===== config.mk =====
export PLATFORM = sky130hd
export DESIGN_NAME = p_pmem_arbiter
export DESIGN_NICKNAME = d
export VERILOG_FILES = /design/src/rtl/p_pmem_arbiter.sv
export SDC_FILE = /design/constraint.sdc
export NUM_CORES = 1
export LEC_CHECK = 0
export BUFFER_PORTS_ARGS = -buffer_cell sky130_fd_sc_hd__buf_2
export CORE_AREA = 2 2 539 541
export DETAILED_ROUTE_END_ITERATION = 10
export DIE_AREA = 0 0 541 543
export PLACE_DENSITY = 0.3
export SYNTH_ARGS = -nofsm -noshare
export SYNTH_HDL_FRONTEND = slang
export SYNTH_SLANG_ARGS = --single-unit

===== constraint.sdc =====
create_clock -name clk -period 2 [get_ports clk]
set_input_delay 0.3 -clock clk [delete_from_list [all_inputs] [get_ports clk]]
set_output_delay 0.3 -clock clk [all_outputs]
set_load 0.1 [all_outputs]

===== src/rtl/p_pmem_arbiter.sv =====
// p_pmem_arbiter
//   Arbitrates the single physical-memory port between the I-cache and the D-cache
//   line-fill/write-back path. One whole-line transaction is outstanding at a time.
//   Address, op and write data are latched at grant and held for the whole transaction.
//   A one-cycle GAP after each completion absorbs a client still holding its request
//   for one cycle after its resp, so no duplicate transaction is issued.
//
// Optional feature (macro ARB_ROUND_ROBIN_EN):
//   defined   - a last_served register breaks simultaneous I/D requests in favour of the
//               client not served last.
//   undefined - fixed D-over-I priority.
//
// Ports:
//   clk, rst                    clock, synchronous active-high reset
//   i_pmem_read/_address        I-cache line-read request and address
//   i_pmem_rdata/_resp          line data and completion to the I-cache
//   d_pmem_read/_write/_address/_wdata  D-cache read/evict request, address and data
//   d_pmem_rdata/_resp          line data and completion to the D-cache
//   mem_read/_write/_address/_wdata     request to the cacheline adaptor
//   mem_rdata/_resp             line data and completion from the adaptor
module p_pmem_arbiter #(
   parameter int unsigned ADDR_WIDTH = 32,
   parameter int unsigned LINE_WIDTH = 256
) (
   input  logic                  clk,
   input  logic                  rst,
   input  logic                  i_pmem_read,
   input  logic [ADDR_WIDTH-1:0] i_pmem_address,
   output logic [LINE_WIDTH-1:0] i_pmem_rdata,
   output logic                  i_pmem_resp,
   input  logic                  d_pmem_read,
   input  logic                  d_pmem_write,
   input  logic [ADDR_WIDTH-1:0] d_pmem_address,
   input  logic [LINE_WIDTH-1:0] d_pmem_wdata,
   output logic [LINE_WIDTH-1:0] d_pmem_rdata,
   output logic                  d_pmem_resp,
   output logic                  mem_read,
   output logic                  mem_write,
   output logic [ADDR_WIDTH-1:0] mem_address,
   output logic [LINE_WIDTH-1:0] mem_wdata,
   input  logic [LINE_WIDTH-1:0] mem_rdata,
   input  logic                  mem_resp
);

   typedef enum logic [1:0] {StIdle, StIServe, StDServe, StGap} state_e;

   state_e                  state_q, state_d;
   logic [ADDR_WIDTH-1:0]   addr_q, addr_d;
   logic [LINE_WIDTH-1:0]   wdata_q, wdata_d;
   logic                    op_q, op_d;      // 1 = write
   logic                    d_req;
   logic                    d_wins;

   assign d_req = d_pmem_read | d_pmem_write;

`ifdef ARB_ROUND_ROBIN_EN
   logic last_q, last_d;                     // 0 = I served last, 1 = D
   // On a tie, D loses only if it was the one served last.
   assign d_wins = d_req & ~(i_pmem_read & last_q);
`else
   assign d_wins = d_req;
`endif

   // Read data is a straight pass-through; resp qualifies it.
   assign i_pmem_rdata = mem_rdata;
   assign d_pmem_rdata = mem_rdata;
   assign mem_address  = addr_q;
   assign mem_wdata    = wdata_q;

   always_comb begin
      state_d     = state_q;
      addr_d      = addr_q;
      wdata_d     = wdata_q;
      op_d        = op_q;
      mem_read    = 1'b0;
      mem_write   = 1'b0;
      i_pmem_resp = 1'b0;
      d_pmem_resp = 1'b0;
`ifdef ARB_ROUND_ROBIN_EN
      last_d      = last_q;
`endif
      unique case (state_q)
         StIdle: begin
            if (d_wins) begin
               state_d = StDServe;
               addr_d  = d_pmem_address;
               wdata_d = d_pmem_wdata;
               // Write takes precedence if a client asserts both.
               op_d    = d_pmem_write;
            end else if (i_pmem_read) begin
               state_d = StIServe;
               addr_d  = i_pmem_address;
               op_d    = 1'b0;
            end
         end
         StIServe: begin
            mem_read = 1'b1;
            if (mem_resp) begin
               // A client that dropped its request mid-burst gets no resp.
               i_pmem_resp = i_pmem_read;
               state_d     = StGap;
`ifdef ARB_ROUND_ROBIN_EN
               last_d      = 1'b0;
`endif
            end
         end
         StDServe: begin
            mem_read  = ~op_q;
            mem_write = op_q;
            if (mem_resp) begin
               d_pmem_resp = d_req;
               state_d     = StGap;
`ifdef ARB_ROUND_ROBIN_EN
               last_d      = 1'b1;
`endif
            end
         end
         StGap: begin
            state_d = StIdle;
         end
         default: begin
            state_d = StIdle;
         end
      endcase
   end

   always_ff @(posedge clk) begin
      if (rst) begin
         state_q <= StIdle;
         addr_q  <= '0;
         wdata_q <= '0;
         op_q    <= 1'b0;
`ifdef ARB_ROUND_ROBIN_EN
         last_q  <= 1'b0;
`endif
      end else begin
         state_q <= state_d;
         addr_q  <= addr_d;
         wdata_q <= wdata_d;
         op_q    <= op_d;
`ifdef ARB_ROUND_ROBIN_EN
         last_q  <= last_d;
`endif
      end
   end

endmodule


==> results.ini <==
[die]
dieWidth_um=541
rows=197
io_pins=1386
die_h_um=543
start_util=0.0496
core_um2=287000
dieArea_um2=294000

[global_route]
grt_first_pass_wirelength_um=163000
grt_usage=0.0875
antenna_found_initial=29
grt_pass1_vias=14153
grt_use_met2=0.127
grt_use_met1=0.0752
grt_busiest_layer=met2
use_met3=0.0912
grt_max_degree=57
overflow=0

[yosys]
ys_async_sr_fraction=0
netlist_area_um2=14300
synth_warnings=0
yosys_most_used_dff=dfxtp_1
synth.top_cells.by_area=dfxtp_1 (41%), buf_4 (27%), nand2_1 (14%), a21oi_1 (9.1%), buf_2 (2.1%)
seq_area_frac_synth=0.408
synth_enable_flop_cells=0
netlist.area_leader.share=0.408
ys_ff_latch=291
synth_cell_type_count=25
syn_inst=1835
postSynthNetCount=2422
synth.largest_area_cell=dfxtp_1
avgSynthCellArea_um2=7.77

[power]
power_frac_seq=0.218
comb_power_share=0.566
power_density_nw_per_um2=1630
switchingPower_mw=22.1
clockPowerShare=0.215
power.leakage_nw=9.01
switching_share=0.580
total_power_mw=38.1
internal_power_mw=16.0
ir_worst_vdd_uv=957

[drt]
vias=14038
wl_per_cell_um=22.1
first_pass_iters=5
ant_nets=0
drcViolationCount=0
drt-total-wl_um=134000
initialDrtViolationCount=796
viasPerCell=2.31

[clock_tree]
cts.sinks=291
cts-root-buf=clkbuf_16
cts_buffers=45
cts_tree=built
htree_levels=2
clk_path_buf_depth=3
insertion_delay_ns=0.68
path_clk_slew_ns=0.06

[worst_setup_path]
worstSetupStartpointType=flop
cp_data_required_time_ns=1.70
path_max_fanout=3
endpoint_kind=output port
arrival_ns=1.82
setup.worst_path.class=flop to output port

[sta]
slew_headroom=0.518
setup_violations=2
rsz0062_at_grt=yes
tns_ns=-0.137
layout_setup_ws_ns=-0.116
fmax_mhz=473
period_needed_ns=2.12
fin_worst_skew_ns=0.0287
hold_viol=0
period_share=1.06
drv_slew=0
hold_ws_ns=0.137
tightestPinTransition_ns=0.728

[placement]
io_buffer_count=617
routabilityCongestion=0.857
hpwl_um=117000

[run]
cap_violations=0

[cells_and_area]
nNetsFinal=2847
fillCellCount=33836
syn2layout_area_growth_pct=64.2
layout-drive-gt1-share=0.335
fin_util=0.0815

[outcome]
status=finished, violations left
violations=negative setup slack

[hold_path]
holdCritPathClass=input pin to flop

[synth_stat cells (2+ instances only)]
cell,number
a21oi_1,258
a311oi_1,33
buf_2,60
buf_4,514
clkbuf_1,43
dfxtp_1,291
ha_1,5
inv_1,3
nand2_1,546
nor2_1,35
o21a_1,2
o21ai_0,32
[layout by cell type, fill, tap and decap left out, types with 4 or more instances in the layout]
master and instances:
nand2_1 545, diode_2 7, a311oi_1 33, dfxtp_1 289
buf_12 20, clkbuf_8 8, dlygate4sd3_1 322, o21ai_0 32
nor2_1 34, clkbuf_16 45, buf_2 562, a21oi_1 258
clkbuf_4 7, buf_4 79, buf_6 4, clkinv_2 10
[per-layer routing]
metal  routed length (um)  vias to the layer above  share of wire
met2                54900                     1067           0.41
met3                30600                      419           0.23
met4                 8210                        2          0.061
li1                     -                     6214              -
met1                40700                     6336           0.30
met5                   17                        -        0.00013
[layout make-up]
| type | count | area, um2 | share of cell area |
|---|---|---|---|
| diodes | 7 | 17.5 | 0.000748 |
| clock buffers | 56 | 1250 | 0.0533 |
| clock inverters | 23 | 220 | 0.00940 |
| inverters | 3 | 18.8 | 0.000801 |
| multi-input cells | 923 | 4180 | 0.179 |
| flip-flops and latches | 291 | 5830 | 0.249 |
| well taps | 3781 | 4730 | 0.202 |
| repair buffers | 996 | 7170 | 0.306 |
[through the flow]
step	instance area, um2	std cells	setup WS [ns]
2_1_floorplan	14300	1835	0.146
3_3_place_gp	18500	5666	0.150
3_5_place_dp	18500	5666	0.119
4_1_cts	23300	6070	-0.269
5_1_grt	23400	6074	-0.257
6_report	23400	6080	-0.116
[cells by family after synthesis]
family          count (synthesis)  synth area share
compound gates                329             0.125
fa+ha+maj                       5           0.00439
buf+inv                       621             0.305
flops                         291             0.408
mux                             1          0.000702
simple gates                  588             0.157
[worst paths after layout]
kind	from	endpoint	slack, ns	cells after the start
worst min register to register	mem_wdata[159]	mem_wdata[159]	0.45	2
worst min-delay path	rst	mem_wdata[99]	0.14	2
worst max-delay path	state_q[0]	mem_read	-0.12	6
worst max register to register	state_q[1]	mem_wdata[220]	0.29	6
[state kept, by name, summed over array words and instances (netlist names)]
signal	count
op_q	1
mem_address	32
mem_wdata	256
state_q	2
[worst max-delay path: stages (launching register included)]
cell and delay [ns]:
dfxtp_4 0.36, inv_4 0.05, ha_4 0.15, nor2b_4 0.12, o21a_1 0.17, buf_6 0.13
buf_12 0.15
[timing repair]
item | in CTS | in global routing
resized for setup | 48 | 12
hold buffers | 322 | 0
gates cloned | 0 | 0
setup endpoints to repair | 30 | 11
pin swaps | 4 | 3
endpoints found under the hold margin | 289 | 0
setup buffers | 3 | 3
[power by group through the flow]
| stage | Clock (mW) | Combinational [mW] | Sequential [mW] |
|---|---|---|---|
| after floorplan | 0 | 8.96 | 18.7 |
| after global placement | 0 | 21.2 | 8.34 |
| after detailed placement | 0 | 21.2 | 8.36 |
| after CTS | 8.75 | 22.1 | 8.30 |
| after global routing | 8.87 | 22.8 | 8.49 |
| final | 8.20 | 21.6 | 8.31 |
(Power assumes the default switching activity.)
